$ cat src/rtl/axi_handshake_monitor.sv
// AXI4 five-channel handshake monitor: stall stability, burst length, optional stall timeout.
// Ports: clk, rst_n, AW/W/B/AR/R handshake+payload in; err_valid/chan/code/multi/count/sticky out.
// Optional stall timeout is built when the AXI_MON_TIMEOUT_EN macro is defined.

module axi_handshake_monitor_len_fifo #(
   parameter int DEPTH = 8
) (
   input  logic       clk,
   input  logic       rst_n,
   input  logic       push,
   input  logic [7:0] din,
   input  logic       pop,
   output logic       empty,
   output logic [7:0] head,
   output logic       ovf
);
   localparam int PW = (DEPTH > 1) ? $clog2(DEPTH) : 1;
   localparam logic [PW:0] FULLV = (PW+1)'(DEPTH);

   logic [PW-1:0] rptr_q, rptr_d;
   logic [PW-1:0] wptr_q, wptr_d;
   logic [PW:0]   cnt_q, cnt_d;
   logic [7:0]    mem_q [DEPTH];
   logic          wr;

   always_comb begin
      empty = (cnt_q == '0);
      // empty FIFO forwards a same-cycle push straight to the checker
      head  = empty ? din : mem_q[rptr_q];
      ovf   = push & (cnt_q == FULLV) & ~pop;
      wr    = push & ~ovf;
      wptr_d = wr ? wptr_q + 1'b1 : wptr_q;
      rptr_d = pop ? rptr_q + 1'b1 : rptr_q;
      unique case ({wr, pop})
         2'b10:   cnt_d = cnt_q + 1'b1;
         2'b01:   cnt_d = cnt_q - 1'b1;
         default: cnt_d = cnt_q;
      endcase
   end

   always_ff @(posedge clk) begin
      if (!rst_n) begin
         rptr_q <= '0;
         wptr_q <= '0;
         cnt_q  <= '0;
      end else begin
         rptr_q <= rptr_d;
         wptr_q <= wptr_d;
         cnt_q  <= cnt_d;
      end
   end

   always_ff @(posedge clk) begin
      if (wr) mem_q[wptr_q] <= din;
   end
endmodule

module axi_handshake_monitor #(
   parameter int AW_INFO_W      = 64,
   parameter int W_INFO_W       = 36,
   parameter int B_INFO_W       = 10,
   parameter int AR_INFO_W      = 64,
   parameter int R_INFO_W       = 42,
   parameter int LEN_FIFO_DEPTH = 8,
   parameter int TIMEOUT_CYCLES = 1024,
   parameter int ERR_CNT_W      = 16
) (
   input  logic                 clk,
   input  logic                 rst_n,
   input  logic                 aw_valid,
   input  logic                 aw_ready,
   input  logic [7:0]           aw_len,
   input  logic [AW_INFO_W-1:0] aw_info,
   input  logic                 w_valid,
   input  logic                 w_ready,
   input  logic                 w_last,
   input  logic [W_INFO_W-1:0]  w_info,
   input  logic                 b_valid,
   input  logic                 b_ready,
   input  logic [B_INFO_W-1:0]  b_info,
   input  logic                 ar_valid,
   input  logic                 ar_ready,
   input  logic [7:0]           ar_len,
   input  logic [AR_INFO_W-1:0] ar_info,
   input  logic                 r_valid,
   input  logic                 r_ready,
   input  logic                 r_last,
   input  logic [R_INFO_W-1:0]  r_info,
   output logic                 err_valid,
   output logic [2:0]           err_chan,
   output logic [3:0]           err_code,
   output logic                 err_multi,
   output logic [ERR_CNT_W-1:0] err_count,
   output logic                 err_sticky
);
   localparam int AWP = AW_INFO_W + 8;
   localparam int WP  = W_INFO_W + 1;
   localparam int ARP = AR_INFO_W + 8;
   localparam int RP  = R_INFO_W + 1;

   logic [4:0]     vld_d, vld_q, rdy_d, rdy_q;
   logic [AWP-1:0] awp_d, awp_q;
   logic [WP-1:0]  wp_d, wp_q;
   logic [B_INFO_W-1:0] bp_d, bp_q;
   logic [ARP-1:0] arp_d, arp_q;
   logic [RP-1:0]  rp_d, rp_q;
   logic [4:0]     stall, chg, to;

   always_comb begin
      vld_d = {r_valid, ar_valid, b_valid, w_valid, aw_valid};
      rdy_d = {r_ready, ar_ready, b_ready, w_ready, aw_ready};
      awp_d = {aw_len, aw_info};
      wp_d  = {w_last, w_info};
      bp_d  = b_info;
      arp_d = {ar_len, ar_info};
      rp_d  = {r_last, r_info};
      stall = vld_q & ~rdy_q;
      chg[0] = (awp_d !== awp_q);
      chg[1] = (wp_d !== wp_q);
      chg[2] = (bp_d !== bp_q);
      chg[3] = (arp_d !== arp_q);
      chg[4] = (rp_d !== rp_q);
   end

   logic aw_hs, w_hs, ar_hs, r_hs;
   assign aw_hs = aw_valid & aw_ready;
   assign w_hs  = w_valid & w_ready;
   assign ar_hs = ar_valid & ar_ready;
   assign r_hs  = r_valid & r_ready;

   logic       wf_push, wf_pop, wf_empty, wf_ovf;
   logic [7:0] wf_head;
   logic       rf_pop, rf_empty, rf_ovf;
   logic [7:0] rf_head;

   axi_handshake_monitor_len_fifo #(.DEPTH(LEN_FIFO_DEPTH)) u_wf (
      .clk(clk), .rst_n(rst_n), .push(wf_push), .din(aw_len),
      .pop(wf_pop), .empty(wf_empty), .head(wf_head), .ovf(wf_ovf)
   );

   axi_handshake_monitor_len_fifo #(.DEPTH(LEN_FIFO_DEPTH)) u_rf (
      .clk(clk), .rst_n(rst_n), .push(ar_hs), .din(ar_len),
      .pop(rf_pop), .empty(rf_empty), .head(rf_head), .ovf(rf_ovf)
   );

   // w_wait_q: a complete W burst arrived before its AW; wcnt_q holds its last-beat index
   logic       w_wait_q, w_wait_d;
   logic [8:0] wcnt_q, wcnt_d, rcnt_q, rcnt_d;
   logic [8:0] aw_len9, wh9, rh9, winc, rinc;
   logic       w_e3, w_e4, r_e5, r_e6, r_e9;

   always_comb begin
      aw_len9 = {1'b0, aw_len};
      wh9  = {1'b0, wf_head};
      rh9  = {1'b0, rf_head};
      winc = (wcnt_q == 9'h1FF) ? wcnt_q : wcnt_q + 9'd1;
      rinc = (rcnt_q == 9'h1FF) ? rcnt_q : rcnt_q + 9'd1;
      wf_push  = aw_hs & ~w_wait_q;
      wf_pop   = 1'b0;
      wcnt_d   = wcnt_q;
      w_wait_d = w_wait_q;
      w_e3 = 1'b0;
      w_e4 = 1'b0;
      if (w_wait_q) begin
         // the incoming AW is consumed by the early burst, not queued
         if (aw_hs) begin
            w_e3 = (wcnt_q < aw_len9);
            w_e4 = (wcnt_q > aw_len9);
            w_wait_d = 1'b0;
            wcnt_d   = 9'd0;
            if (w_hs) begin
               if (w_last) w_wait_d = 1'b1;
               else        wcnt_d   = 9'd1;
            end
         end
      end else begin
         // early beats already ran past the length of the first AW
         if (wf_empty && aw_hs && (wcnt_q > aw_len9)) w_e4 = 1'b1;
         if (w_hs) begin
            if (!wf_empty || aw_hs) begin
               if (w_last) begin
                  wf_pop = 1'b1;
                  wcnt_d = 9'd0;
                  w_e3   = (wcnt_q < wh9);
               end else begin
                  w_e4   = (wcnt_q == wh9);
                  wcnt_d = winc;
               end
            end else if (w_last) begin
               w_wait_d = 1'b1;
            end else begin
               wcnt_d = winc;
            end
         end
      end
   end

   always_comb begin
      rf_pop = 1'b0;
      rcnt_d = rcnt_q;
      r_e5 = 1'b0;
      r_e6 = 1'b0;
      r_e9 = 1'b0;
      if (r_hs) begin
         if (rf_empty && !ar_hs) begin
            r_e9 = 1'b1;
         end else if (r_last) begin
            rf_pop = 1'b1;
            rcnt_d = 9'd0;
            r_e5   = (rcnt_q < rh9);
         end else begin
            r_e6   = (rcnt_q == rh9);
            rcnt_d = rinc;
         end
      end
   end

`ifdef AXI_MON_TIMEOUT_EN
   localparam int TW = $clog2(TIMEOUT_CYCLES + 1);
   localparam logic [TW-1:0] TLIM = TW'(TIMEOUT_CYCLES);
   localparam logic [TW-1:0] TPRE = TW'(TIMEOUT_CYCLES - 1);

   logic [TW-1:0] sc_q [5];
   logic [TW-1:0] sc_d [5];

   always_comb begin
      for (int i = 0; i < 5; i++) begin
         sc_d[i] = '0;
         to[i]   = 1'b0;
         if (vld_d[i] && !rdy_d[i]) begin
            sc_d[i] = (sc_q[i] == TLIM) ? sc_q[i] : sc_q[i] + 1'b1;
            to[i]   = (sc_q[i] == TPRE);
         end
      end
   end

   always_ff @(posedge clk) begin
      for (int i = 0; i < 5; i++) begin
         if (!rst_n) sc_q[i] <= '0;
         else        sc_q[i] <= sc_d[i];
      end
   end
`else
   logic unused_timeout;
   assign unused_timeout = ^TIMEOUT_CYCLES;
   assign to = '0;
`endif

   logic [4:0][15:0] ev;
   logic [79:0]      ev_flat;
   logic             any;
   logic [2:0]       sel_chan;
   logic [3:0]       sel_code;

   always_comb begin
      ev = '0;
      for (int i = 0; i < 5; i++) begin
         ev[i][1] = stall[i] & ~vld_d[i];
         ev[i][2] = stall[i] & vld_d[i] & chg[i];
         ev[i][7] = to[i];
      end
      ev[0][8] = wf_ovf;
      ev[1][3] = w_e3;
      ev[1][4] = w_e4;
      ev[3][8] = rf_ovf;
      ev[4][5] = r_e5;
      ev[4][6] = r_e6;
      ev[4][9] = r_e9;
      ev_flat = ev;
      any = |ev_flat;
      sel_chan = 3'd0;
      sel_code = 4'd0;
      // descending scans so the lowest channel and code are written last
      for (int i = 4; i >= 0; i--) begin
         if (|ev[i]) begin
            sel_chan = 3'(i);
            for (int c = 15; c >= 1; c--) begin
               if (ev[i][c]) sel_code = 4'(c);
            end
         end
      end
   end

   logic                 err_valid_d, err_valid_q;
   logic [2:0]           err_chan_d, err_chan_q;
   logic [3:0]           err_code_d, err_code_q;
   logic                 err_multi_d, err_multi_q;
   logic [ERR_CNT_W-1:0] err_count_d, err_count_q;
   logic                 err_sticky_d, err_sticky_q;

   always_comb begin
      err_valid_d  = any;
      err_chan_d   = sel_chan;
      err_code_d   = sel_code;
      // x & (x-1) is nonzero exactly when two or more bits are set
      err_multi_d  = |(ev_flat & (ev_flat - 80'd1));
      err_count_d  = err_count_q;
      if (any && (err_count_q != '1)) err_count_d = err_count_q + 1'b1;
      err_sticky_d = err_sticky_q | any;
   end

   always_ff @(posedge clk) begin
      if (!rst_n) begin
         vld_q        <= '0;
         rdy_q        <= '0;
         awp_q        <= '0;
         wp_q         <= '0;
         bp_q         <= '0;
         arp_q        <= '0;
         rp_q         <= '0;
         w_wait_q     <= 1'b0;
         wcnt_q       <= '0;
         rcnt_q       <= '0;
         err_valid_q  <= 1'b0;
         err_chan_q   <= '0;
         err_code_q   <= '0;
         err_multi_q  <= 1'b0;
         err_count_q  <= '0;
         err_sticky_q <= 1'b0;
      end else begin
         vld_q        <= vld_d;
         rdy_q        <= rdy_d;
         awp_q        <= awp_d;
         wp_q         <= wp_d;
         bp_q         <= bp_d;
         arp_q        <= arp_d;
         rp_q         <= rp_d;
         w_wait_q     <= w_wait_d;
         wcnt_q       <= wcnt_d;
         rcnt_q       <= rcnt_d;
         err_valid_q  <= err_valid_d;
         err_chan_q   <= err_chan_d;
         err_code_q   <= err_code_d;
         err_multi_q  <= err_multi_d;
         err_count_q  <= err_count_d;
         err_sticky_q <= err_sticky_d;
      end
   end

   assign err_valid  = err_valid_q;
   assign err_chan   = err_chan_q;
   assign err_code   = err_code_q;
   assign err_multi  = err_multi_q;
   assign err_count  = err_count_q;
   assign err_sticky = err_sticky_q;
endmodule

$ cat config.mk
export PLATFORM = sky130hd
export DESIGN_NAME = axi_handshake_monitor
export DESIGN_NICKNAME = d
export VERILOG_FILES = /design/src/rtl/axi_handshake_monitor.sv
export SDC_FILE = /design/constraint.sdc
export NUM_CORES = 1
export LEC_CHECK = 0
export CAP_MARGIN = 30
export CORE_MARGIN = 2
export CORE_UTILIZATION = 54
export DETAILED_ROUTE_END_ITERATION = 8
export GPL_TIMING_DRIVEN = 1
export PLACE_DENSITY = 0.8
export SLEW_MARGIN = 20
export SYNTH_ARGS = -nofsm -noshare
export SYNTH_HDL_FRONTEND = slang
export SYNTH_SLANG_ARGS = --single-unit
$ cat constraint.sdc
create_clock -name clk -period 5.2 [get_ports clk]
set_input_delay 1.04 -clock clk [delete_from_list [all_inputs] [get_ports clk]]
set_output_delay 1.04 -clock clk [all_outputs]
set_load 0.01 [all_outputs]
======== Yosys cells after proc, flatten, opt, wreduce, memory -nomap -nowiden ========
Memory sizes are Yosys's and may differ from the RTL's. A register that Yosys moved wholly into a read port is not among the register bits.
Index checks and enable logic that the tools add are counted.
word-level totals
  RAM bits ................................ 128
  memories ................................ 2
  bits of input ports ..................... 246
  register bits ........................... 309
  logic and storage cells ................. 207
operators by class
  bitwise logic cells ..................... 42
  reductions and logical operators ........ 24
  equality and inequality tests ........... 19
  add/subtract/negate cells ............... 12
  mux-type cells .......................... 80
  order comparisons ....................... 4
memories
  name        depth  bits a word  rd ports  clocked after Yosys merged registers in  write ports  line  RTL
  u_rf.mem_q  8      8            1         1                                        1            23    logic [7:0] mem_q [DEPTH];
  u_wf.mem_q  8      8            1         1                                        1            23
operators by type and width
  operator               count
  $nex 72x72->1          2
  $mux 4                 22
  $mux 9                 9
  $and 74x80->80         1
  $reduce_or 80->1       1
  $sub 74x1->75 const B  1
  $nex 43x43->1          1
  $mux 1                 38
  $nex 37x37->1          1
  $lt 9x8->1             3
  $and 1x1->1            26
  $add 9x1->9 const B    2
  $eq 9x8->1             2
  $eq 9x9->1 const B     2
  $reduce_or 17->1       1
  $add 16x1->16 const B  1
  $mux 8                 2
  $ne 16x16->1 const B   1
  $pmux 4 s2             2
  $mux 3                 5
  $reduce_or 13->1       1
  $add 3x1->3 const B    4
  $not 1->1              12
  $nex 10x10->1          1
  23 further kinds       40

======== Longest topological paths before layout ========
Gate-level depths: netlist of run 1.
  depth after elaboration ................. 27
  mapped depth ............................ 18
  depth with buffers taken out ............ 14

======== Cells and area by module ========
A second synthesis of run 1 with hierarchy kept.
unflattened totals
  cells, all modules ...................... 1,682
  area, all modules ....................... 18,730.5 µm²
by module, submodules not included
  module                                 cells each  sequential area each (µm²)  area an instance (µm²)  times used
  axi_handshake_monitor                  1,239       5,785.5                     12,214.2                1
  axi_handshake_monitor_len_fifo (u_rf)  222         2,182.1                     3,259.4                 1
  axi_handshake_monitor_len_fifo (u_wf)  221         2,182.1                     3,256.9                 1

======== Worst setup path before layout of run 1 ========
OpenSTA, ideal clock, no wires.
  kind .................................... register -> register
  start ................................... reg (tool-made name)
  end ..................................... reg err_multi_q (netlist: err_multi)
  arrival time ............................ 4.328 ns
  path buffers ............................ 2
  required time ........................... 5.083 ns
  stages on the path, launching flop included .. 17
  setup slack ............................. 0.756 ns
  cells stage by stage .................... dfxtp_1 -> clkbuf_1 -> buf_1 -> mux4_2 -> mux2i_1 -> nor2_1 -> a21oi_1 -> ha_1 -> o211a_1 -> o31ai_1 -> a31oi_1 -> o311a_1 -> nand2b_1 -> or4b_4 -> or3_1 -> a211o_1 -> a22o_1
RTL lines
  item                  line  RTL
  to (signal assigned)  334   err_multi_q <= err_multi_d;
  to (decl)             287   logic err_multi_d, err_multi_q;

==> results of run 1 <==
## Yosys cell counts (all sizes together), types with 11 or more instances
master	count	area (um^2)
dfxtp	315	6310
and2	237	1480
xnor2	184	1610
edfxtp	128	3840
nor2	94	353
nand2	74	280
xor2	69	604
nand4	60	375
a21oi	51	259
clkbuf	41	154
nor4	37	253
ha	36	450
mux4	32	721
mux2i	28	280
inv	27	101
o21ai	21	105
nand3	20	100
nor3	20	110
nand2b	13	81.3
buf	11	63.8
o31ai	11	82.6
## kinds of logic after synthesis
kind of cell | after synthesis | synth area share [%]
AOI/OAI and AO/OA | 130 | 4.59
and+or+nand+nor | 595 | 18.1
buffers and inverters | 79 | 1.74
xor gates and xnor gates | 253 | 12.1
muxes | 60 | 5.46
DFF | 443 | 55.3
adders and majority gates | 38 | 2.67
## registers in the layout (all words and copies together), names as in the netlist, 4 cells and up, named ones only
register	count
u_wf.cnt_q	4
wcnt_q	9
err_count	16
rdy_q	5
awp_q	72
wp_q	37
bp_q	10
vld_q	5
rcnt_q	9
err_code	4
u_rf.cnt_q	4
u_rf.mem_q	64
rp_q	43
u_wf.mem_q	64
arp_q	72
## metal layers
metal / wire (um) / track usage (%) / part of all wire [%]
met1: 17200 / 28.8 / 41
met2: 20400 / 40.8 / 49
met3: 2760 / 5.48 / 6.6
met4: 1430 / 8.69 / 3.4
met5: 0 / 0 / 0
## power by group
group | switching (mW) | internal (mW)
Sequential | 0.0713 | 3.69
Combinational | 0.402 | 0.479
Clock | 1.30 | 2.08
Total | 1.78 | 6.25
## cell type report
cell class                 instances  area, um^2  share of cell area, %
tap                              448         561                   2.41
sequential                       443       10100                   43.7
timing repair buffer             301        2950                   12.7
inverter                          27         101                  0.437
antenna                            1        2.50                 0.0108
clock inverter                    18         241                   1.04
multi-input combinational       1076        7870                   33.9
clock buffer                      66        1340                   5.76
## critical path: stages, from the launching register on
cell and delay (ns):
dfxtp_1 0.69, buf_4 0.29, mux4_2 0.51, mux2i_1 0.16, nor2_1 0.06, a21oi_1 0.22, ha_1 0.17, o211a_1 0.15
o31ai_1 0.07, a31oi_1 0.26, o311a_1 0.30, nand2b_1 0.19, or4b_4 0.57, or3_1 0.38, a211o_1 0.26, a22o_1 0.22
## path summary, 6_finish.rpt
kind | to | cells after the start
worst min-delay path | err_sticky | 2
worst min register to register | err_sticky | 2
worst max-delay path | err_multi | 15
worst max register to register | err_multi | 15
==> impl_metrics.csv, run 1 <==
group,metric,value,unit
sta,finalCritPeriodShare,88.9,%
sta,min_period,4.62,ns
logic_synthesis,netlist_instances,1598,
critical_path,critPathRequiredTime,5.65,ns
global_routing,grt_pass1_wl,66700,um
clock_tree,cts_resized,0,
place,portBuffers,271,
logic_synthesis,syn_avg_cell_area,11.5,um^2
place,place.gp.congestion,0.926,
global_routing,track_usage,23.6,%
clock_tree,cts-buffers-inserted,46,
finish,final_area,23200,um^2
finish,nNetsFinal,2179,
clock_tree,cts_setup_buffers,0,
critical_path,cp_max_fo,9,
floorplanning,ioPinCount,272,
critical_path,ff2ff_setup_slack,0.58,ns
power_and_ir_drop,powerDensity,346,nW/um^2
logic_synthesis,synth_fp_nets,1882,
critical_path,cp.arrival,5.07,ns
place,dp.cells,2294,
sta,rsz0062_at_grt,"false",
logic_synthesis,seq_area_frac_synth,55.3,%
finish,syn_to_final_growth,26.6,%
sta,fin_ws,0.578,ns
routing,drc,0,
floorplanning,dieArea,35400,um^2
logic_synthesis,ys_ff_latch,443,
place,place_ws,0.443,ns
critical_path,cp-start-kind,"flop",
clock_tree,holdBufCountCts,0,
clock_tree,cts_buffer_depth,3,
routing,post_drt_wl_per_cell,17.5,um
logic_synthesis,synthArstFlopShare,0,%
finish,fillers,2393,
floorplanning,rows,67,
global_routing,grt_pass1_vias,13000,
routing,vias_per_cell,5.32,
sta,setup_viol,0,
critical_path,cp-end-kind,"flop",
power_and_ir_drop,p_leak,8.51,nW
logic_synthesis,synth_cell_types,64,
routing,dr.pass1.iters,6,
finish,final_layout_size_suffix_gt1_share,7.51,%
power_and_ir_drop,irDropWorstVdd,0.262,mV
routing,drtIter0Drc,695,
sta,hold_violations,0,
global_routing,grt_antenna_before_repair,1,
logic_synthesis,ys.flop_type,"dfxtp_1",
power_and_ir_drop,power,8.02,mW
routing,via_count,12700,
critical_path,criticalPathCategory,"flop to flop",
global_routing,grt_max_degree,108,
clock_tree,cts.sinks,443,
clock_tree,cts_tree,"built",
routing,wl,41700,um
sta,slew_headroom,37.2,%
logic_synthesis,yosysWarnings,0,
clock_tree,htree_levels,2,
routing,ant_nets,0,
finish,final_cells,2380,
clock_tree,clock_latency,0.56,ns
sta,clock-skew-final,0.0138,ns
clock_tree,path_clk_slew,0.06,ns
logic_synthesis,synth-edff-count,128,
status,status,"complete, no violations",
floorplanning,start_util,54.8,%
global_routing,grt-ovfl-total,0,
floorplanning,die_h,188,um
min_path,worstHoldStart,"err_sticky",
finish,fin_util,69.4,%
floorplanning,die_w,188,um
finish,mostFrequentLayoutCell,"dfxtp_1",
clock_tree,cts_root_buffer,"clkbuf_16",
sta,slew_violations,0,
logic_synthesis,syn_area,18300,um^2
sta,fmax,0.216,GHz
sta,worst_pin_slew,0.939,ns
min_path,hp-class,"flop to flop",
place,post_dp_cell_area,21600,um^2
finish,layout_common_cells,"dfxtp_1, clkdlybuf4s50_1, and2_1, xnor2_1, edfxtp_1",
sta,whs,0.484,ns
sta,tns,0,ns
floorplanning,core_region_area,33400,um^2
job,cap_violations,0,
place,hpwl,29600,um
Note: power is estimated with default switching activity, not from simulation.
==> run 2, diff against run 1 <==
==> constraint.sdc (replaced) <==
create_clock -name clk -period 4.5 [get_ports clk]
set_input_delay 0.9 -clock clk [delete_from_list [all_inputs] [get_ports clk]]
set_output_delay 0.9 -clock clk [all_outputs]
set_load 0.01 [all_outputs]
==> run 2 against run 1 <==
Compared with the run above: largest power group unchanged; critical path type unchanged; flip-flop and latch count stayed put; critical endpoint unchanged; register-to-register slack worse by 0.30 ns; setup slack worse by 0.30 ns; sequential share of layout area is 0.087 points lower; worst hold slack worse by 0.0035 ns.
==> impl_metrics.csv, run 2 (same netlist as run 1, synthesis figures left out) <==
group,metric,value,unit
floorplanning,start_util,54.8,%
sta,tns,0,ns
finish,multi_input_area,7870,um^2
critical_path,cp_max_fo,16,
routing,drc,0,
global_routing,grt_pass1_wl,64800,um
global_routing,grt_antenna_before_repair,2,
critical_path,cp-end-kind,"flop",
power_and_ir_drop,pwr-share-comb,11.5,%
sta,fmax,0.237,GHz
power_and_ir_drop,powerDensity,386,nW/um^2
clock_tree,htree_levels,2,
power_and_ir_drop,irDropWorstVdd,0.300,mV
floorplanning,die_w,188,um
power_and_ir_drop,p_leak,8.56,nW
clock_tree,cts_buffer_depth,3,
job,cap_violations,0,
critical_path,worstPathCellList,"buf_12 -> mux4_2 -> mux2i_1 -> nor2_1 -> a21oi_1 -> ha_1 -> o211a_1 -> o31ai_1 -> a31oi_1 -> o311a_1 -> nand2b_1 -> or4b_4 -> or3_1 -> a211o_1 -> a22o_1",
place,place_ws,0.0273,ns
routing,dr.pass1.iters,6,
clock_tree,cts_setup_buffers,0,
finish,final_cells,2399,
place,portBuffers,271,
sta,finalCritPeriodShare,93.7,%
floorplanning,rows,67,
critical_path,cp_slowest_cell,"or4b_4",
clock_tree,holdBufCountCts,0,
finish,nNetsFinal,2197,
floorplanning,dieArea,35400,um^2
power_and_ir_drop,clkPwrFrac,40.2,%
finish,final_layout_size_suffix_gt1_share,8.51,%
finish,largestRegisters,"arp_q: 72 flops, awp_q: 72 flops",
clock_tree,path_clk_slew,0.06,ns
clock_tree,clock_latency,0.54,ns
place,place.gp.congestion,0.909,
sta,slew_violations,0,
floorplanning,die_h,188,um
routing,post_drt_wl_per_cell,17.0,um
routing,wl,40700,um
routing,vias_per_cell,5.30,
clock_tree,cts_resized,0,
place,hpwl,29100,um
sta,clock-skew-final,0.0134,ns
clock_tree,cts_root_buffer,"clkbuf_16",
min_path,hp-class,"flop to flop",
clock_tree,cts-buffers-inserted,45,
floorplanning,ioPinCount,272,
sta,setup_viol,0,
floorplanning,core_region_area,33400,um^2
critical_path,criticalPathCategory,"flop to flop",
power_and_ir_drop,p_sw_share,22.8,%
sta,rsz0062_at_grt,"false",
sta,worst_pin_slew,0.947,ns
global_routing,grt-ovfl-total,0,
status,status,"complete, no violations",
place,dp.cells,2314,
routing,drtIter0Drc,821,
power_and_ir_drop,internal_power,6.93,mW
global_routing,grt_pass1_vias,12900,
finish,regArea,10100,um^2
clock_tree,cts_tree,"built",
clock_tree,cts.sinks,443,
global_routing,grt_max_degree,171,
global_routing,track_usage,22.7,%
power_and_ir_drop,pwr-share-seq,48.3,%
sta,slew_headroom,36.4,%
critical_path,critPathRequiredTime,4.93,ns
sta,min_period,4.22,ns
critical_path,cp.arrival,4.65,ns
routing,via_count,12700,
finish,layout_common_cells,"dfxtp_1, clkdlybuf4s50_1, and2_1, xnor2_1, edfxtp_1",
finish,syn_to_final_growth,26.8,%
critical_path,cp-start-kind,"flop",
critical_path,critPathMaxStageDelay,0.58,ns
sta,hold_violations,0,
finish,mostFrequentLayoutCell,"dfxtp_1",
routing,ant_nets,0,
power_and_ir_drop,p_switching,2.04,mW
sta,fin_ws,0.282,ns
finish,fillers,2417,
==> run 2: final cells by class <==
type	count	area share (%)
Inverter	27	0.436
Clock inverter	20	0.581
Sequential cell	443	43.6
Multi-Input combinational cell	1076	33.8
Tap cell	448	2.41
Antenna cell	1	0.0108
Timing Repair Buffer	320	13.4
Clock buffer	64	5.68
==> run 2: power by group through the flow <==
stage                     Clock (mW)  Sequential (mW)  Combinational [mW]
after floorplan                    0             4.41               0.567
after global placement             0             4.42               0.998
after detailed placement           0             4.42                1.03
after CTS                       3.68             4.34                1.04
after global routing            3.84             4.35                1.13
final                           3.60             4.34                1.03
==> run 2: worst paths after layout <==
check	start	end	slack (ns)	cells past startpoint
setup reg to reg	flop	err_multi	0.28	15
setup / recovery	flop	err_multi	0.28	15
hold / removal	err_sticky	err_sticky	0.48	2
hold reg to reg	err_sticky	err_sticky	0.48	2
==> run 2: layer usage <==
metal  track usage (%)  share of wire (%)  vias up
li1                  -                  -     6197
met1              27.2                 40     6072
met2              40.2                 50      369
met3              5.27                6.7       83
met4              7.54                2.9        0
met5                 0                  0        -
==> run 2: worst max-delay path: cells and delay by family, from the launching register on <==
kind | cells | cell delay (ns)
fa+ha+maj | 1 | 0.19
compound gates | 7 | 1.43
buf+inv | 1 | 0.19
mux | 2 | 0.71
flops | 1 | 0.36
simple gates | 4 | 1.20
==> run 2: through the flow <==
step / power [mW] / utilization, % / hold slack [ns] / instance area [um^2]
6_report: 8.97 / 69.5 / 0.481 / 23300
5_1_grt: 9.32 / 69.5 / 0.520 / 23300
4_1_cts: 9.05 / 69.5 / 0.486 / 23300
3_5_place_dp: 5.45 / 65.2 / 0.468 / 21800
3_3_place_gp: 5.42 / 65.2 / 0.458 / 21800
2_1_floorplan: 4.98 / - / 0.454 / 18300
==> run 3, diff against run 2 <==
--- a/config.mk
+++ b/config.mk
@@ -7,10 +7,11 @@
 export LEC_CHECK = 0
 export CAP_MARGIN = 30
 export CORE_MARGIN = 2
-export CORE_UTILIZATION = 54
+export CORE_UTILIZATION = 50
 export DETAILED_ROUTE_END_ITERATION = 8
 export GPL_TIMING_DRIVEN = 1
-export PLACE_DENSITY = 0.8
+export PLACE_DENSITY = 0.75
+export SKIP_CTS_REPAIR_TIMING = 1
 export SLEW_MARGIN = 20
 export SYNTH_ARGS = -nofsm -noshare
 export SYNTH_HDL_FRONTEND = slang
==> run 3 against run 2 <==
Compared with the run above: flip-flop and latch count unchanged; fmax decreased by 0.83%; final area increased by 0.84%; critical path type unchanged; largest power group unchanged.
==> impl_metrics.csv, run 3 (same netlist as run 1, synthesis figures left out) <==
group,metric,value,unit
floorplanning,core_region_area,36300,um^2
routing,vias_per_cell,5.21,
floorplanning,dieArea,38200,um^2
finish,mostFrequentLayoutCell,"dfxtp_1",
clock_tree,cts_buffer_depth,3,
critical_path,cp_max_fo,16,
critical_path,critPathMaxStageDelay,0.57,ns
routing,ant_nets,0,
floorplanning,rows,70,
global_routing,grt_pass1_vias,12600,
finish,regArea,10100,um^2
sta,slew_headroom,37.9,%
floorplanning,die_h,196,um
finish,multi_input_area,7870,um^2
clock_tree,cts.sinks,443,
finish,nNetsFinal,2201,
place,place.gp.congestion,0.855,
sta,finalCritPeriodShare,94.5,%
critical_path,cp.arrival,4.71,ns
job,cap_violations,0,
routing,drtIter0Drc,530,
finish,largestRegisters,"arp_q: 72 flops, awp_q: 72 flops",
global_routing,grt_pass1_wl,64600,um
sta,setup_viol,0,
min_path,hp-class,"flop to flop",
power_and_ir_drop,power,9.30,mW
sta,clock-skew-final,0.0199,ns
clock_tree,path_clk_slew,0.06,ns
power_and_ir_drop,powerDensity,396,nW/um^2
sta,rsz0062_at_grt,"false",
routing,drc,0,
critical_path,worstPathCellList,"buf_12 -> mux4_2 -> mux2i_1 -> nor2_1 -> a21oi_1 -> ha_1 -> o211a_1 -> o31ai_1 -> a31oi_1 -> o311a_1 -> nand2b_1 -> or4b_4 -> or3_1 -> a211o_1 -> a22o_1",
sta,tns,0,ns
place,post_dp_cell_area,21900,um^2
place,place_ws,0.0760,ns
critical_path,cp_slowest_cell,"or4b_4",
clock_tree,htree_levels,2,
sta,fin_ws,0.247,ns
routing,wl,40100,um
sta,hold_violations,0,
status,status,"complete, no violations",
routing,post_drt_wl_per_cell,16.6,um
sta,whs,0.477,ns
sta,min_period,4.25,ns
floorplanning,die_w,196,um
clock_tree,clock_latency,0.57,ns
sta,worst_pin_slew,0.924,ns
finish,syn_to_final_growth,27.9,%
critical_path,cp-end-kind,"flop",
clock_tree,cts_root_buffer,"clkbuf_16",
routing,via_count,12600,
sta,fmax,0.235,GHz
power_and_ir_drop,irDropWorstVdd,0.269,mV
sta,slew_violations,0,
finish,layout_common_cells,"dfxtp_1, clkdlybuf4s50_1, and2_1, xnor2_1, edfxtp_1",
clock_tree,cts-buffers-inserted,47,
floorplanning,ioPinCount,272,
finish,fillers,2828,
global_routing,track_usage,21.1,%
place,portBuffers,271,
routing,dr.pass1.iters,7,
critical_path,critPathRequiredTime,4.95,ns
critical_path,criticalPathCategory,"flop to flop",
finish,n_antenna_cell,0,
global_routing,grt_max_degree,146,
critical_path,cp-start-kind,"flop",
place,hpwl,29000,um
clock_tree,cts_tree,"built",
finish,final_layout_size_suffix_gt1_share,8.64,%
finish,final_area,23500,um^2
floorplanning,start_util,50.5,%
global_routing,grt-ovfl-total,0,
global_routing,grt_antenna_before_repair,1,
power_and_ir_drop,p_leak,8.62,nW
## run 3: cell count changes in the layout (fill, tap and decap cells not counted)
| cell | change |
|---|---|
| diode_2 | -1 |
| clkinv_8 | +1 |
| clkbuf_1 | -1 |
| buf_4 | +1 |
| buf_12 | +1 |
| clkinv_2 | -4 |
| clkbuf_8 | -3 |
| clkinvlp_4 | +4 |
| inv_2 | -1 |
| bufinv_16 | +4 |
| clkinv_1 | +4 |
| clkinv_4 | -2 |
| clkbuf_16 | +2 |
## run 3: critical path, delay by kind of cell, from the launching register on
kind / cells / cell delay (ns)
compound gates: 7 / 1.47
mux: 2 / 0.73
fa+ha+maj: 1 / 0.19
buf+inv: 1 / 0.19
simple gates: 4 / 1.20
flops: 1 / 0.35
## run 3: worst paths after layout
kind	from	end	slack, ns	depth (start not counted)
worst min register to register	err_count[10]	err_count[10]	0.48	2
worst max-delay path	flop	err_multi	0.25	15
worst max register to register	flop	err_multi	0.25	15
worst min-delay path	err_count[10]	err_count[10]	0.48	2
## run 3: per-layer routing
layer,track usage (%),wire length (um),vias to the layer above
li1,-,-,6206
met1,25.5,16400,6023
met2,36.4,20100,311
met3,4.87,2330,79
met4,8.26,1280,2
met5,0,12,-
## run 3: final cells by class
cell class              count  area share, %
flip-flops and latches    443           43.3
multi-input cells        1076           33.6
repair buffers            322           13.4
clock buffers              62           5.65
well taps                 468           2.50
clock inverters            26           1.17
inverters                  27          0.432
## run 3: metrics by stage
step,util [%],std cells
floorplan,-,1598
global placement,60.1,2336
detailed placement,60.1,2336
CTS,64.5,2424
global route,64.5,2424
finish,64.5,2424
## run 3: power breakdown
| group | switching [mW] | internal [mW] |
|---|---|---|
| clock | 1.57 | 2.36 |
| sequential | 0.0795 | 4.26 |
| combinational | 0.455 | 0.567 |
==> patch 1 (settings of run 2) <==
`bp_q` no longer has a reset.
--- a/src/rtl/axi_handshake_monitor.sv
+++ b/src/rtl/axi_handshake_monitor.sv
@@ -306,5 +306,4 @@
          awp_q        <= '0;
          wp_q         <= '0;
-         bp_q         <= '0;
          arp_q        <= '0;
          rp_q         <= '0;
@@ -323,5 +322,4 @@
          awp_q        <= awp_d;
          wp_q         <= wp_d;
-         bp_q         <= bp_d;
          arp_q        <= arp_d;
          rp_q         <= rp_d;
@@ -338,4 +336,8 @@
    end
 
+   always_ff @(posedge clk) begin
+      bp_q <= bp_d;
+   end
+
    assign err_valid  = err_valid_q;
    assign err_chan   = err_chan_q;
Check against the original RTL: same outputs for any inputs over 4 cycles, from zero or initial values and one cycle with rst_n low; that may be too few to reach the edited logic, so the function may still have changed.
==> patch 1 against run 2 <==
- wire length down 0.29%
- combinational power down 5%
- sequential cell count unchanged
- sequential share of layout area up 0.11 points
- core utilization down 0.17 points
- cell area down 0.24%
- clock power up 2%
- largest power group unchanged
- synthesized area down 0.31%
- clock skew up 7.1 ps
- power up 0.12%
- setup slack better by 100 ps
- worst hold slack worse by 2.6 ps
==> patch 1: results (changes against run 2) <==
Total wire length -> 40.6 mm (was 40.7 mm)
Comb_multi_in -> 1063 (was 1076)
Adder-cell share of the synthesized area -> 2.68% (was 2.67%)
First-pass GRT wire length -> 64.7 mm (was 64.8 mm)
Post-synth top cells -> dfxtp_1 (315), and2_1 (228), xnor2_1 (141) (was dfxtp_1 (315), and2_1 (237), xnor2_1 (184))
Via total after detailed routing -> 12700 (about the same)
Flop pwr share -> 48.2% (was 48.3%)
Synth unique cells -> 60 (was 64)
Synth area leaders -> dfxtp_1 (34%), edfxtp_1 (21%), and2_1 (7.8%) (was dfxtp_1 (34%), edfxtp_1 (21%), xnor2_1 (8.8%))
Seq_cells -> 443 (unchanged)
# nets final -> 2182 (was 2197)
Internal Power -> 0.00699 W (was 0.00693 W)
Setup WS post-layout -> 385 ps (was 282 ps)
Layout inverter count without the clock tree -> 28 (was 27)
Post-Place Cell Area -> 21700 µm² (was 21800 µm²)
Maximum VDD drop -> 348 µV (was 300 µV)
Largest net degree at the start of global routing -> 126 (was 171)
Syn nets -> 1875 (was 1882)
Comb pwr share -> 10.9% (was 11.5%)
Die area -> 35300 µm² (was 35400 µm²)
Share of the yosys chip area belonging to registers -> 55.5% (was 55.3%)
Worst-Margin Slew -> 937 ps (was 947 ps)
Fill cells -> 2380 (was 2417)
Sw Pwr -> 0.00200 W (was 0.00204 W)
Clk tree area frac -> 6.35% (was 6.26%)
Met3 WL post-DR -> 3.40 mm (was 2.72 mm)
Worst EP arrival -> 4540 ps (was 4650 ps)
Crit path largest cell delay -> 550 ps (was 580 ps)
Mean area per synthesized cell -> 11.5 µm² (about the same)
Hpwl dp -> 29.2 mm (was 29.1 mm)
DRT met1 WL -> 16.3 mm (was 16.5 mm)
Non-clk buf share -> 13.3% (was 13.4%)
Gr usage total -> 22.7% (about the same)
M1 GR Usage -> 27.5% (was 27.2%)
Share of cells above drive strength 1 -> 7.96% (was 8.51%)
M2 GR Usage -> 39.3% (was 40.2%)
Crit path max fanout -> 16 (unchanged)
Synth top area share -> 34.5% (was 34.4%)
Status -> complete, no violations (unchanged)
Slowest CP cell -> mux4_2 (was or4b_4)
# port buffers -> 271 (unchanged)
Buffers excl. clock -> 317 (was 320)
Post-synthesis mux area share -> 5.58% (was 5.46%)
Post-Synth XOR/XNOR Area -> 12.0% (was 12.1%)
Antenna fix cells -> 2 (was 1)
Met2 Wirelength -> 19.9 mm (was 20.4 mm)
DRT Pass-1 Iters -> 7 (was 6)
Top delay family on crit path -> compound AO/OA/AOI/OAI gates (unchanged)
Synth area leader -> dfxtp_1 (unchanged)
Leak -> 8.65 nW (was 8.56 nW)
Layout Skew -> 20.5 ps (was 13.4 ps)
Synth Area in Compound Gates -> 5.18% (was 4.59%)
1st-iter DRT viols -> 651 (was 821)
# clk buffers -> 69 (was 64)
[patch 1: changes by cell type in the layout (fill, tap and decap cells not counted), sizes merged, moves of 5 or more]
| cell | delta |
|---|---|
| clkinv | -5 |
| xor2 | +40 |
| o31ai | -6 |
| clkbuf | +5 |
| xnor2 | -43 |
| nand4 | -11 |
| nor2 | +6 |
| and2 | -9 |
| nand2 | -15 |
[patch 1: worst paths after layout]
| kind | from | endpoint | slack [ps] | depth (start not counted) |
|---|---|---|---|---|
| worst min-delay path | err_sticky$_SDFF_PN0_ | err_sticky$_SDFF_PN0_ | 480 | 2 |
| worst max register to register | flip-flop | err_multi$_SDFF_PN0_ | 380 | 15 |
| worst max-delay path | flip-flop | err_multi$_SDFF_PN0_ | 380 | 15 |
| worst min register to register | err_sticky$_SDFF_PN0_ | err_sticky$_SDFF_PN0_ | 480 | 2 |
[patch 1: worst min-delay path: stages (launching register included)]
cell and delay [ps]:
dfxtp_1 320, nor2_1 50, nor2_1 70
==> patch 2 (flow settings as in run 2) <==
Without the edit above. Build with the macro `AXI_MON_TIMEOUT_EN` defined.
--- a/src/rtl/axi_handshake_monitor.sv
+++ b/src/rtl/axi_handshake_monitor.sv
@@ -2,4 +2,6 @@
 // Ports: clk, rst_n, AW/W/B/AR/R handshake+payload in; err_valid/chan/code/multi/count/sticky out.
 // Optional stall timeout is built when the AXI_MON_TIMEOUT_EN macro is defined.
+
+`define AXI_MON_TIMEOUT_EN
 
 module axi_handshake_monitor_len_fifo #(
Behaviour: no difference found for any inputs over 4 cycles, from zero or initial values and one cycle with rst_n low; that may be too few to reach the edited logic, so the function may still have changed.
==> patch 2 against run 2 <==
- sequential power grew 11%
- sequential cell count grew 55
- global-route usage grew 0.27 points
- die area grew 15%
- clock power grew 19%
- wire length grew 15%
- power grew 13%
- cell area grew 13%
- setup slack gained 190 ps
- non-clock buffer count shrank 11
- synthesized area grew 15%
- critical endpoint unchanged
- largest power group unchanged
==> patch 2: results (changes against run 2) <==
First-pass GRT wire length -> 75.1 mm (was 64.8 mm)
Hold WC Path Type -> flip-flop to flip-flop (unchanged)
Largest net degree at the start of global routing -> 105 (was 171)
Top flop regs -> arp_q (72), awp_q (72) (unchanged)
Hpwl dp -> 33.6 mm (was 29.1 mm)
Total CTS buffers -> 49 (was 45)
Gr usage total -> 23.0% (was 22.7%)
Pre-CTS setup slack -> 247 ps (was 27.3 ps)
Post-synth ARST share -> 0% (unchanged)
Gate Count Post-Synth -> 1918 (was 1598)
Post-synth top cells -> dfxtp_1 (370), and2_1 (243), xnor2_1 (221) (was dfxtp_1 (315), and2_1 (237), xnor2_1 (184))
Fill cells -> 2862 (was 2417)
Crit path max fanout -> 16 (unchanged)
H-tree depth -> 2 (unchanged)
Placed Cells -> 2683 (was 2314)
Synthesis warning total -> 0 (unchanged)
Share of cells above drive strength 1 -> 8.42% (was 8.51%)
1st-iter DRT viols -> 941 (was 821)
Synth unique cells -> 79 (was 64)
Total wire length -> 46.8 mm (was 40.7 mm)
Clock root buffer -> clkbuf_16 (unchanged)
Status -> complete, no violations (unchanged)
Share of the yosys chip area belonging to registers -> 53.1% (was 55.3%)
Routed WL per cell -> 16.9 µm (was 17.0 µm)
Post-DR vias/cell -> 5.32 (was 5.30)
Relative slew margins -> 38.8% (was 36.4%)
Antenna violations before repair -> 3 (was 2)
Cts repair resizes -> 0 (unchanged)
DRT Pass-1 Iters -> 7 (was 6)
Syn nets -> 2212 (was 1882)
Worst skew pair latency -> 600 ps (was 540 ps)
GPL Wtd Cong -> 0.879 (was 0.909)
Leak -> 9.44 nW (was 8.56 nW)
Maximum VDD drop -> 278 µV (was 300 µV)
Vias in the first global route -> 14700 (was 12900)
# nets final -> 2510 (was 2197)
Layout Skew -> 28.7 ps (was 13.4 ps)
Clock slew at reported path FFs -> 60 ps (about the same)
Die area -> 40800 µm² (was 35400 µm²)
Synth area leaders -> dfxtp_1 (35%), edfxtp_1 (18%), xnor2_1 (9.1%) (was dfxtp_1 (34%), edfxtp_1 (21%), xnor2_1 (8.8%))
Setup bufs post-CTS -> 0 (unchanged)
Worst EP arrival -> 4500 ps (was 4650 ps)
patch 2: final timing paths:
check	from	end	slack, ps	cells after the start
min reg2reg	u_rf.rptr_q[1]$_SDFFE_PN0P_	flip-flop	490	2
max reg2reg	flip-flop	err_multi$_SDFF_PN0_	470	15
max	flip-flop	err_multi$_SDFF_PN0_	470	15
min	u_rf.rptr_q[1]$_SDFFE_PN0P_	flip-flop	490	2
patch 2: logic make-up after synthesis:
group	count (synthesis)	share of synthesized area (%)
DFF	498	53.1
and+or+nand+nor	753	20.2
muxes	60	4.76
buffers and inverters	106	2.00
xor gates and xnor gates	287	11.9
AOI/OAI and AO/OA	166	5.16
adders and majority gates	48	2.91
patch 2: metal layers:
| metal | part of all wire (%) | vias to the layer above | track usage (%) |
|---|---|---|---|
| met5 | 0 | - | 0 |
| met4 | 2.5 | 0 | 7.35 |
| met3 | 5.6 | 79 | 4.74 |
| met2 | 50 | 387 | 39.7 |
| met1 | 42 | 7052 | 28.8 |
| li1 | - | 7266 | - |
patch 2: cell type report:
| class | instances | area [µm²] | area share [%] |
|---|---|---|---|
| well taps | 518 | 648 | 2.46 |
| inverters | 44 | 165 | 0.628 |
| clock buffers | 67 | 1450 | 5.50 |
| repair buffers | 309 | 3020 | 11.5 |
| multi-input cells | 1314 | 9500 | 36.1 |
| diodes | 2 | 5.00 | 0.0190 |
| flip-flops and latches | 498 | 11300 | 42.8 |
| clock inverters | 25 | 273 | 1.04 |
patch 2: critical path: stages, from the launching register on:
cell and delay (ps):
dfxtp_1 320, buf_4 310, mux4_2 550, mux2i_1 220, nor2_1 80, a21oi_1 180
ha_1 160, nor2b_1 140, o211ai_1 90, a211o_1 290, a32o_2 310, nor2_8 170
nand4_4 200, a2111oi_2 380, nor2_1 80, o41a_1 420
patch 2: stage by stage:
| stage | hold WS (ps) | utilization (%) | instance area (µm²) |
|---|---|---|---|
| 3_5_place_dp | 484 | 63.6 | 24600 |
| 5_1_grt | 532 | 68.1 | 26300 |
| 6_report | 490 | 68.1 | 26300 |
| 2_1_floorplan | 454 | - | 21200 |
| 3_3_place_gp | 467 | 63.6 | 24600 |
| 4_1_cts | 493 | 68.1 | 26300 |
patch 2: report_power, final:
group          total (W)  internal, W  leakage (nW)  switching (W)
Combinational    0.00105     0.000571          4.39       0.000482
Clock            0.00428      0.00254         0.842        0.00173
Sequential       0.00483      0.00475          4.21      0.0000858
